$ cat src/rtl/uart_program_loader.sv
// UART boot loader: receives a length-prefixed 9-bit word image over RX, writes it
// into the program SRAM and holds the processor in reset until the image is complete.
module uart_program_loader #(
  parameter int CLKS_PER_BIT = 234,
  parameter int ADDR_W       = 7,
  parameter int DATA_W       = 9
) (
  input  logic              clock,
  input  logic              resetn,
  input  logic              rx,
  input  logic              reload,
  output logic              sram_wr_en,
  output logic [ADDR_W-1:0] sram_addr,
  output logic [DATA_W-1:0] sram_din,
  output logic              proc_resetn,
  output logic              busy,
  output logic              error
);

  // state   | meaning
  // COUNT   | waiting for the word-count byte (0 means full depth)
  // LO      | waiting for the low data byte of the current word
  // HI      | waiting for the high byte (only bit 0 may be set)
  // WRITE   | one-cycle SRAM write strobe for the current word
  // DONE    | image complete, processor released
  // ERROR   | malformed stream, processor held in reset

  localparam int CNT_W = $clog2(CLKS_PER_BIT);
  localparam logic [CNT_W-1:0] BIT_LAST  = CNT_W'(CLKS_PER_BIT - 1);
  localparam logic [CNT_W-1:0] HALF_LAST = CNT_W'(CLKS_PER_BIT / 2 - 1);
  localparam logic [8:0]       DEPTH     = 9'(1 << ADDR_W);

  typedef enum logic [1:0] {R_IDLE, R_START, R_DATA, R_STOP} rx_state_t;
  typedef enum logic [2:0] {S_COUNT, S_LO, S_HI, S_WRITE, S_DONE, S_ERROR} ld_state_t;

  logic             rx_meta_q, rx_sync_q, rx_last_q;
  rx_state_t        rx_state_q, rx_state_d;
  logic [CNT_W-1:0] cnt_q, cnt_d;
  logic [2:0]       bit_q, bit_d;
  logic [7:0]       shift_q, shift_d;
  logic             byte_valid, frame_err;

  ld_state_t        state_q, state_d;
  logic [ADDR_W-1:0] addr_q, addr_d;
  logic [ADDR_W-1:0] last_q, last_d;
  logic [DATA_W-1:0] din_q, din_d;
  logic             wr_en_q, proc_rstn_q, busy_q, error_q;

  always_ff @(posedge clock or negedge resetn) begin
    if (!resetn) begin
      rx_meta_q  <= 1'b1;
      rx_sync_q  <= 1'b1;
      rx_last_q  <= 1'b1;
      rx_state_q <= R_IDLE;
      cnt_q      <= '0;
      bit_q      <= '0;
      shift_q    <= '0;
    end else begin
      rx_meta_q  <= rx;
      rx_sync_q  <= rx_meta_q;
      rx_last_q  <= rx_sync_q;
      rx_state_q <= rx_state_d;
      cnt_q      <= cnt_d;
      bit_q      <= bit_d;
      shift_q    <= shift_d;
    end
  end

  // Down-counter reaches zero at each sample point; the start bit is re-checked at mid-bit.
  always_comb begin
    rx_state_d = rx_state_q;
    cnt_d      = cnt_q;
    bit_d      = bit_q;
    shift_d    = shift_q;
    byte_valid = 1'b0;
    frame_err  = 1'b0;
    case (rx_state_q)
      R_IDLE: begin
        if (rx_last_q && !rx_sync_q) begin
          cnt_d      = HALF_LAST;
          rx_state_d = R_START;
        end
      end
      R_START: begin
        if (cnt_q == '0) begin
          if (rx_sync_q) begin
            rx_state_d = R_IDLE;
          end else begin
            cnt_d      = BIT_LAST;
            bit_d      = '0;
            rx_state_d = R_DATA;
          end
        end else begin
          cnt_d = cnt_q - CNT_W'(1);
        end
      end
      R_DATA: begin
        if (cnt_q == '0) begin
          shift_d = {rx_sync_q, shift_q[7:1]};
          cnt_d   = BIT_LAST;
          if (bit_q == 3'd7) rx_state_d = R_STOP;
          else               bit_d      = bit_q + 3'd1;
        end else begin
          cnt_d = cnt_q - CNT_W'(1);
        end
      end
      R_STOP: begin
        if (cnt_q == '0) begin
          if (rx_sync_q) byte_valid = 1'b1;
          else           frame_err  = 1'b1;
          rx_state_d = R_IDLE;
        end else begin
          cnt_d = cnt_q - CNT_W'(1);
        end
      end
      default: rx_state_d = R_IDLE;
    endcase
  end

  always_ff @(posedge clock or negedge resetn) begin
    if (!resetn) begin
      state_q     <= S_COUNT;
      addr_q      <= '0;
      last_q      <= '0;
      din_q       <= '0;
      wr_en_q     <= 1'b0;
      proc_rstn_q <= 1'b0;
      busy_q      <= 1'b1;
      error_q     <= 1'b0;
    end else begin
      state_q     <= state_d;
      addr_q      <= addr_d;
      last_q      <= last_d;
      din_q       <= din_d;
      wr_en_q     <= (state_d == S_WRITE);
      proc_rstn_q <= (state_d == S_DONE);
      busy_q      <= !((state_d == S_DONE) || (state_d == S_ERROR));
      error_q     <= (state_d == S_ERROR);
    end
  end

  always_comb begin
    state_d = state_q;
    addr_d  = addr_q;
    last_d  = last_q;
    din_d   = din_q;
    case (state_q)
      S_COUNT: begin
        if (frame_err) begin
          state_d = S_ERROR;
        end else if (byte_valid) begin
          if (shift_q == 8'd0) begin
            last_d  = '1;
            state_d = S_LO;
          end else if ({1'b0, shift_q} > DEPTH) begin
            state_d = S_ERROR;
          end else begin
            last_d  = ADDR_W'(shift_q - 8'd1);
            state_d = S_LO;
          end
        end
      end
      S_LO: begin
        if (frame_err) begin
          state_d = S_ERROR;
        end else if (byte_valid) begin
          din_d[7:0] = shift_q;
          state_d    = S_HI;
        end
      end
      S_HI: begin
        if (frame_err) begin
          state_d = S_ERROR;
        end else if (byte_valid) begin
          if (shift_q[7:1] != 7'd0) begin
            state_d = S_ERROR;
          end else begin
            din_d[DATA_W-1] = shift_q[0];
            state_d         = S_WRITE;
          end
        end
      end
      S_WRITE: begin
        // Address is not advanced after the last word so it reads back the final location.
        if (addr_q == last_q) begin
          state_d = S_DONE;
        end else begin
          addr_d  = addr_q + ADDR_W'(1);
          state_d = S_LO;
        end
      end
      S_DONE, S_ERROR: begin
        if (reload) begin
          addr_d  = '0;
          state_d = S_COUNT;
        end
      end
      default: state_d = S_ERROR;
    endcase
  end

  assign sram_wr_en  = wr_en_q;
  assign sram_addr   = addr_q;
  assign sram_din    = din_q;
  assign proc_resetn = proc_rstn_q;
  assign busy        = busy_q;
  assign error       = error_q;

endmodule

$ cat config.mk
export PLATFORM = sky130hd
export DESIGN_NAME = uart_program_loader
export DESIGN_NICKNAME = d
export VERILOG_FILES = /design/src/rtl/uart_program_loader.sv
export SDC_FILE = /design/constraint.sdc
export NUM_CORES = 1
export LEC_CHECK = 0
export ABC_AREA = 1
export CORE_MARGIN = 3
export CORE_UTILIZATION = 35
export DETAILED_ROUTE_END_ITERATION = 8
export PLACE_DENSITY_LB_ADDON = 0.25
export RECOVER_POWER = 25
export SLEW_MARGIN = 30
export SYNTH_ARGS = -nofsm -noshare
export SYNTH_HDL_FRONTEND = slang
export SYNTH_SLANG_ARGS = --single-unit
$ cat constraint.sdc
create_clock -name clock -period 2.15 [get_ports clock]
set_input_delay 0.43 -clock clock [delete_from_list [all_inputs] [get_ports clock]]
set_output_delay 0.43 -clock clock [all_outputs]
set_load 0.1 [all_outputs]
==> key figures, run 1 <==
Power
  – Cell Pwr Density: 1060 nW/um^2
  – Power, Total: 3.53 mW
  – LEAKAGE: 1.75 nW
  – Maximum vdd drop: 0.000310 V

Floorplanning
  – Die area: 9570 sq um
  – Num ports: 24
  – Chip height: 97.9 um
  – Initial cell density of the core: 0.371
  – Row cnt: 32
  – Core Region: 7970 sq um
  – DIE WIDTH: 97.9 um

Logic synthesis
  – Yosys cell types: 32
  – Synth top area cells: dfrtp_1 (42%), nand2_1 (12%), inv_1 (6.6%)
  – Post-Syn Area: 2950 sq um
  – Synth area leader: dfrtp_1
  – Syn nets: 370
  – Fraction of the yosys area taken by sequential cells: 0.459
  – Synth top area share: 0.424
  – #FFs+latches synth: 54
  – Yosys Warn Count: 0
  – Post-synthesis average cell area: 8.32 sq um
  – Synth Instances: 355

Placed design
  – Place WS: 321 ps
  – Placed Cells incl. Taps: 480
  – Port bufs: 23
  – Hpwl dp: 4150 um
  – Placed Area: 3260 sq um
  – Routability cong.: 0.838

Cells and area
  – Fin cells: 488
  – N_diodes: 0
  – Post-layout util: 0.420
  – Layout cells sized above 1: 0.153
  – Total Nets Final: 400
  – Fin area: 3340 sq um
  – Area delta synth->final: 13.3%

Clocking
  – Post-CTS Hold Fix Bufs: 0
  – Worst-Skew Late Latency: 310 ps
  – # clock sinks: 54
  – Postcts setup bufs: 0
  – CTS tree: done
  – Clk slew on worst S/H paths: 100 ps
  – Clk root buf: clkbuf_8
  – Gates resized, CTS repair: 0
  – CTS H-Tree Depth: 2
  – Total CTS buffers: 5
  – Clock Path Buffers: 2

Timing
  – Max Clock Freq: 549 MHz
  – Final WS setup: 328 ps
  – Setup TNS Final: 0 ps
  – Hold_ws: 365 ps
  – Final setup vio count: 0
  – Tcrit/Tclk final: 0.847
  – Final min period: 1820 ps
  – Final hold viol count: 0
  – Max-slew violation count: 0
  – Worst slew pin tran: 1320 ps
  – Clock skew: 5.33 ps
  – Slew HR: 0.123
  – RSZ-0062 raised after global routing: no

Critical path
  – CP max stage cell: dfrtp_1
  – CP max FO: 17
  – Reg2Reg Launch Point: cnt_q[0]
  – CP required: 2350 ps
  – Critical Path Source Type: register
  – Cell Chain, Critical Path: inv_1, ha_1, nand3_4, nor2_8, nand3_4, inv_4, nand4_4, nand2_1, o21ai_2
  – Origin of the worst setup path: cnt_q[0]
  – Crit path max-delay family: simple AND/OR/NAND/NOR gates
  – WP buf/inv: 2
  – CP dominant cell by count: nand3_4
  – Worst path max stage delay: 370 ps
  – Crit end category: register
  – CP Class: reg -> reg
  – Data arrival, critical path: 2020 ps

Global routing
  – Number of global-route vias before repair: 2,136
  – Total congestion overflow: 0
  – Largest net degree at the start of global routing: 55
  – Initial antenna violation count: 0
  – First-pass GRT wire length: 9870 um
  – Overall Global Routing Usage: 0.124

Routing
  – Initial DRT Pass Iterations: 4
  – Initial DRC count: 91
  – Remaining antenna violation count: 0
  – Post-DR wirelength/cell: 11.4 um
  – Mean number of vias per cell: 4.56
  – Final wirelength: 5580 um
  – Drt drc: 0
  – Via count: 2,226

Outcome
  – Outcome: completed

Worst hold path
  – Beginning of the worst hold path: rx_meta_q
  – HP Class: reg -> reg

Job
  – Max-Cap Viols: 0
[Yosys cell counts]
cell       count
inv_2          1
nand3_1       13
nand2_2        1
a2bb2oi_1      1
nor3_1         6
o22ai_1        4
o211ai_2       1
buf_4          1
nor2_1        34
nor2_2         2
o21ai_0       21
nand3_4        3
a21oi_1       11
ha_1          11
nand2_4        1
dfrtp_1       50
nand2_1       96
inv_1         52
nand4_1        5
nor2_4         3
o31ai_1        1
nand4_4        1
nor2_8         1
buf_6          1
nor3_2         1
inv_4          1
o21ai_2        8
xor2_1        12
dfstp_2        4
a21boi_0       2
o21ai_1        1
xnor2_1        5
[registers in the layout (all words and copies together) (netlist names), named ones only]
signal / flops
busy: 1
rx_meta_q: 1
state_q: 3
error: 1
rx_last_q: 1
sram_addr: 7
proc_resetn: 1
sram_wr_en: 1
rx_sync_q: 1
last_q: 7
shift_q: 8
bit_q: 3
sram_din: 9
rx_state_q: 1
cnt_q: 8
[final timing paths]
kind	endpoint	slack (ps)	cells after the start
setup / recovery	sram_din[5]	330	9
hold / removal	rx_sync_q	370	0
setup reg to reg	sram_din[5]	330	9
hold reg to reg	rx_sync_q	370	0
max in group asynchronous	proc_resetn	870	2
min in group asynchronous	bit_q[0]	490	2
[power breakdown]
part	internal, mW	total, mW	leakage [nW]	switching (mW)
Sequential	1.19	1.36	0.718	0.168
Combinational	0.461	1.57	0.989	1.11
Clock	0.260	0.600	0.0472	0.340
[layout make-up]
class                   count  area [sq um]
well taps                 102           128
repair buffers             25           188
clock buffers               6          82.6
flip-flops and latches     54          1360
multi-input cells         245          1370
clock inverters             2          12.5
fillers                   793          4620
inverters                  54           205
[metal layers]
layer | track usage | up-vias | part of all wire
li1 | - | 1179 | -
met1 | 0.177 | 1006 | 0.52
met2 | 0.186 | 36 | 0.43
met3 | 0.0314 | 5 | 0.038
met4 | 0.0319 | 0 | 0.0093
met5 | 0 | - | 0
[worst reg2reg max path, delay by kind of cell, from the launching register on]
| family | cells | cell delay, ps |
|---|---|---|
| AO/OA/AOI/OAI | 1 | 60 |
| adder cells (fa/ha/maj) | 1 | 220 |
| buffers and inverters | 2 | 240 |
| flip-flops | 1 | 370 |
| AND/OR/NAND/NOR | 5 | 830 |
[cells by family after synthesis]
logic type                 Yosys count  synth area share
DFF                                 54             0.459
xor gates and xnor gates            17            0.0504
buffers and inverters               56            0.0758
AOI/OAI and AO/OA                   50             0.103
adders and majority gates           11            0.0466
and+or+nand+nor                    167             0.265
[cells in the final DEF, fill, tap and decap left out, drive strengths merged]
cell            n
nand2          98
inv            54
dfrtp          50
nor2           40
o21ai          30
buf            22
nand3          16
xor2           12
a21oi          11
ha             11
nor3            7
clkbuf          7
nand4           6
xnor2           5
o22ai           4
dfstp           4
a21boi          2
clkdlybuf4s50   2
o211ai          1
o31ai           1
a2bb2oi         1
clkinv          1
clkinvlp        1
No activity file was read; power rests on OpenSTA's default activity.
==> inputs of run 2 (changes only) <==
Clock period 2.15 ns to 1.8 ns, I/O delays scaled along.
==> run 2 against run 1 <==
  * Sequential power rose by 23%
  * Clock-buffer cell count rose by 1
  * Worst setup slack got worse by 180 ps
  * Final cell count rose by 1.6%
  * Combinational power rose by 32%
  * Highest routed layer unchanged
  * Clock skew rose by 2.7 ps
  * Clock power rose by 34%
  * Critical path type unchanged
  * Die area did not move
  * Fmax rose by 10%
==> key figures, run 2 (same netlist as run 1, synthesis figures left out) <==
Placed design
  – Placed Cells incl. Taps: 485 (+1.0%)
  – Place WS: 40.5 ps (-281 ps)
  – Hpwl dp: 4150 um (+0.14%)
  – Placed Area: 3560 sq um (+9.1%)
  – Port bufs: 23 (unchanged)
  – Routability cong.: 0.804 (-4.0%)

Routing
  – Met1 WL: 2900 um (about the same)
  – Remaining antenna violation count: 0 (unchanged)
  – Post-DR wirelength/cell: 11.3 um (-1.2%)
  – Top Metal Used: met4
  – Mean number of vias per cell: 4.57 (+0.11%)
  – Final wirelength: 5610 um (+0.47%)
  – Via count: 2,265 (+1.8%)
  – Initial DRC count: 87 (-4.4%)
  – Drt drc: 0 (unchanged)
  – Initial DRT Pass Iterations: 4 (unchanged)
  – Met2 wire length: 2500 um (+3.2%)
  – Routed wl met3: 170 um (-19%)

Power
  – Power, Total: 4.55 mW (+29%)
  – Maximum vdd drop: 0.000368 V (+19%)
  – LEAKAGE: 1.86 nW (+6.1%)
  – Cell Pwr Density: 1220 nW/um^2 (+15%)

Cells and area
  – Post-layout util: 0.469 (+0.0490)
  – Area delta synth->final: 26.5%
  – Layout cells sized above 1: 0.203 (+0.0502)
  – Commonest non-fill, non-tap cell in the layout: nand2_1
  – Fin area: 3730 sq um (+12%)
  – Total Nets Final: 408 (+2.0%)
  – Most frequent cells in the layout: nand2_1 (93), inv_1 (50), dfrtp_1 (43)
  – Fin cells: 496 (+1.6%)
  – N_diodes: 0 (unchanged)
  – Max reg flops: 9 (unchanged)

Timing
  – Final hold viol count: 0 (unchanged)
  – Max Clock Freq: 604 MHz (+10%)
  – Final WS setup: 145 ps (-183 ps)
  – Worst slew pin tran: 1320 ps (-0.835 ps)
  – Tcrit/Tclk final: 0.919 (+0.0720)
  – Setup TNS Final: 0 ps (unchanged)
  – Slew HR: 0.123 (+0.000557)
  – Hold_ws: 360 ps (-5.45 ps)
  – Final min period: 1650 ps (-167 ps)
  – Clock skew: 8.08 ps (+2.75 ps)
  – Max-slew violation count: 0 (unchanged)
  – Final setup vio count: 0 (unchanged)

Critical path
  – CP required: 2020 ps (-330 ps)
  – Crit end category: register
  – Crit path max-delay family: buffers and inverters
  – Worst path max stage delay: 410 ps (+40 ps)
  – Data arrival, critical path: 1880 ps (-140 ps)
  – WP buf/inv: 3 (+1)
  – Cell Chain, Critical Path: inv_1, ha_1, inv_1, nor2_1, a21oi_1, a21oi_1, buf_4, nand2_1, o21ai_0
  – CP max stage cell: dfrtp_1
  – CP max FO: 5 (-12)
  – Critical Path Source Type: register
  – CP Class: reg -> reg

Worst hold path
  – HP Class: reg -> reg

Global routing
  – Largest net degree at the start of global routing: 55 (unchanged)
  – First-pass GRT wire length: 10,100 um (+2.7%)
  – Number of global-route vias before repair: 2,280 (+6.7%)
  – Overall Global Routing Usage: 0.125 (+0.00133)
  – Initial antenna violation count: 0 (unchanged)
  – Total congestion overflow: 0 (unchanged)

Clocking
  – Clock Path Buffers: 2 (unchanged)
  – Total CTS buffers: 5 (unchanged)
  – # clock sinks: 54 (unchanged)
  – CTS H-Tree Depth: 2 (unchanged)
  – Worst-Skew Late Latency: 300 ps (about the same)
  – Post-CTS Hold Fix Bufs: 0 (unchanged)
  – CTS tree: done
  – Clk root buf: clkbuf_8
  – Clk slew on worst S/H paths: 90 ps (about the same)

Floorplanning
  – Core Region: 7970 sq um (unchanged)
  – Num ports: 24 (unchanged)
  – DIE WIDTH: 97.9 um (unchanged)
  – Die area: 9570 sq um (unchanged)
  – Initial cell density of the core: 0.371 (unchanged)
  – Chip height: 97.9 um (unchanged)
  – Row cnt: 32 (unchanged)

Outcome
  – Outcome: completed

Job
  – Max-Cap Viols: 0 (unchanged)
[run 2: cell types whose count changed in the layout (fill, tap and decap cells not counted), sizes merged]
| cell | delta |
|---|---|
| clkbuf | +1 |
| buf | +8 |
| bufinv | +1 |
| clkinvlp | -1 |
| clkinv | -1 |
[run 2: where the power goes]
part,internal (mW),switching [mW],total (mW)
logic,0.748,1.33,2.08
registers,1.43,0.238,1.67
clock network,0.417,0.385,0.802
total,2.60,1.95,4.55
[run 2: worst paths after layout]
| check | from | cells past startpoint | end | slack [ps] |
|---|---|---|---|---|
| max | rx_state_q[0] | 9 | bit_q[0] | 150 |
| min | rx_meta_q | 0 | rx_sync_q | 360 |
| max reg2reg | rx_state_q[0] | 9 | bit_q[0] | 150 |
| min reg2reg | rx_meta_q | 0 | rx_sync_q | 360 |
| max in group asynchronous | resetn | 2 | sram_addr[5] | 490 |
| min in group asynchronous | resetn | 2 | sram_din[8] | 430 |
[run 2: final cells by class]
cell class / count / area, sq um
clock buffer: 7 / 76.3
clock inverter: 1 / 30.0
fill: 754 / 4230
inverter: 54 / 208
multi-input combinational: 245 / 1410
sequential: 54 / 1370
tap: 102 / 128
timing repair buffer: 33 / 523
[run 2: timing repair]
item	CTS	global route
setup endpoints to repair	0	34
setup buffers	0	3
resized for setup	0	11
hold endpoints to repair	0	0
[run 2: per-layer routing]
layer	track usage	vias to the layer above
li1	-	1195
met1	0.177	1039
met2	0.196	27
met3	0.0229	4
met4	0.0351	0
met5	0	-
[run 2: worst register-to-register path: stages (launching register included)]
cell	delay (ps)
dfrtp_1	410
inv_1	150
ha_1	220
inv_1	100
nor2_1	130
a21oi_1	50
a21oi_1	200
buf_4	160
nand2_1	40
o21ai_0	120
==> inputs of run 3 (changes only) <==
--- a/config.mk
+++ b/config.mk
@@ -13,3 +13,2 @@
 export RECOVER_POWER = 25
-export SLEW_MARGIN = 30
 export SYNTH_ARGS = -nofsm -noshare
==> constraint.sdc (replaced) <==
create_clock -name clock -period 1.8 [get_ports clock]
set_input_delay 0.54 -clock clock [delete_from_list [all_inputs] [get_ports clock]]
set_output_delay 0.54 -clock clock [all_outputs]
set_load 0.1 [all_outputs]
==> run 3 against run 2 <==
  * Worst hold slack lost 21 ps
  * Total power shrank 1.3%
  * Global-route usage is essentially flat
  * Final area grew 2.0%
  * Largest cell class unchanged
  * Largest power group unchanged
  * Clock-buffer cell count is the same
  * Critical path type unchanged
  * Combinational power grew 2%
  * Non-clock buffer count grew 6
==> key figures, run 3 (same netlist as run 1, synthesis figures left out) <==
Global routing
  – Number of global-route vias before repair: 2,299 (+0.83%)
  – Initial antenna violation count: 0 (unchanged)
  – First-pass GRT wire length: 10,100 um (about the same)
  – Overall Global Routing Usage: 0.124 (-0.000469)
  – Total congestion overflow: 0 (unchanged)
  – Largest net degree at the start of global routing: 28 (-49%)

Placed design
  – Routability cong.: 0.783 (-2.6%)
  – Port bufs: 23 (unchanged)
  – Placed Cells incl. Taps: 490 (+1.0%)
  – Hpwl dp: 4220 um (+1.6%)

Timing
  – Setup TNS Final: 0 ps (unchanged)
  – Final setup vio count: 0 (unchanged)
  – Clock skew: 8.42 ps (+0.341 ps)
  – Max-slew violation count: 0 (unchanged)
  – Max Clock Freq: 613 MHz (+1.4%)
  – Final min period: 1630 ps (-23.2 ps)
  – Tcrit/Tclk final: 0.906 (-0.0129)
  – RSZ-0062 raised after global routing: no
  – Final hold viol count: 0 (unchanged)
  – Worst slew pin tran: 914 ps (-401 ps)
  – Slew HR: 0.390 (+0.267)

Floorplanning
  – Num ports: 24 (unchanged)
  – Chip height: 97.9 um (unchanged)
  – Row cnt: 32 (unchanged)
  – DIE WIDTH: 97.9 um (unchanged)
  – Core Region: 7970 sq um (unchanged)
  – Initial cell density of the core: 0.371 (unchanged)
  – Die area: 9570 sq um (unchanged)

Cells and area
  – Fin cells: 502 (+1.2%)
  – Area delta synth->final: 29.0%
  – N_diodes: 0 (unchanged)
  – Total Nets Final: 414 (+1.5%)
  – Commonest non-fill, non-tap cell in the layout: nand2_1
  – Layout cells sized above 1: 0.220 (+0.0170)
  – Fillers: 735 (-2.5%)
  – Max reg flops: 9 (unchanged)
  – Most frequent cells in the layout: nand2_1 (92), inv_1 (50), dfrtp_1 (43)

Critical path
  – CP required: 2000 ps (-20 ps)
  – Reg2Reg Launch Point: cnt_q[0]
  – Origin of the worst setup path: cnt_q[0]
  – Critical Path Source Type: register
  – Crit end category: register
  – Data arrival, critical path: 1830 ps (-50 ps)
  – CP max FO: 8 (+3)
  – CP Class: reg -> reg

Routing
  – Initial DRC count: 68 (-22%)
  – Initial DRT Pass Iterations: 4 (unchanged)
  – Final wirelength: 5650 um (+0.77%)
  – Remaining antenna violation count: 0 (unchanged)
  – Drt drc: 0 (unchanged)
  – Via count: 2,326 (+2.7%)
  – Post-DR wirelength/cell: 11.3 um (-0.44%)
  – Mean number of vias per cell: 4.63 (+1.5%)

Power
  – Cell Pwr Density: 1180 nW/um^2 (-3.2%)
  – LEAKAGE: 1.89 nW (+1.8%)
  – Maximum vdd drop: 0.000409 V (+11%)

Clocking
  – Total CTS buffers: 5 (unchanged)
  – Clk slew on worst S/H paths: 90 ps (about the same)
  – Clock Path Buffers: 2 (unchanged)
  – Clk root buf: clkbuf_8
  – CTS H-Tree Depth: 2 (unchanged)
  – # clock sinks: 54 (unchanged)
  – Worst-Skew Late Latency: 300 ps (about the same)
  – CTS tree: done

Job
  – Max-Cap Viols: 0 (unchanged)

Outcome
  – Outcome: completed

Worst hold path
  – HP Class: in -> async
[run 3: repair_timing]
action / 4_1_cts / 5_1_grt
setup endpoints to repair: 0 / 36
resized for setup: 0 / 16
hold buffers: 0 / 0
buffers inserted: 0 / 4
[run 3: routing by layer]
metal  part of all wire  global-route usage
met5                  0                   0
met4             0.0081              0.0277
met3              0.037              0.0271
met2               0.45               0.201
met1               0.50               0.172
[run 3: final timing paths]
path                       slack, ps         to  cells past startpoint
setup / recovery                 170  last_q[1]                     12
hold / removal                   340   bit_q[1]                      1
setup reg to reg                 170  last_q[1]                     12
hold reg to reg                  360  rx_sync_q                      0
max in group asynchronous        730       busy                      2
min in group clock               360  rx_sync_q                      0
[run 3: power by group]
group | total (mW) | internal (mW) | switching, mW
logic | 2.12 | 0.772 | 1.35
registers | 1.68 | 1.43 | 0.244
clock network | 0.689 | 0.311 | 0.377
total | 4.49 | 2.52 | 1.97
[run 3: worst max-delay path, cell delays in order (launching register included)]
cell and delay [ps]:
dfrtp_1 380, inv_1 110, ha_4 160, nand3_4 90
nor2_8 130, nand3_4 80, inv_4 80, buf_4 130
nand3_4 120, inv_4 110, nand2_1 60, nand2_1 60
inv_1 40
[run 3: layout make-up]
type	instances	area [sq um]	area share
Sequential cell	54	1370	0.358
Timing Repair Buffer	39	582	0.153
Tap cell	102	128	0.0335
Inverter	54	208	0.0545
Clock inverter	1	5.00	0.00131
Clock buffer	7	86.3	0.0227
Multi-Input combinational cell	245	1440	0.377
[run 3: per-stage QoR]
| step | setup slack (ps) | hold slack (ps) | utilization | instance area, sq um | power (mW) |
|---|---|---|---|---|---|
| finish | 168 | 339 | 0.478 | 3810 | 4.49 |
| global route | 12.8 | 368 | 0.478 | 3810 | 4.81 |
| CTS | 54.3 | 151 | 0.465 | 3700 | 4.45 |
| detailed placement | 65.2 | 347 | 0.453 | 3610 | 3.75 |
| global placement | 72.4 | 346 | 0.453 | 3610 | 3.72 |
| floorplan | 160 | 244 | - | 2960 | 3.14 |
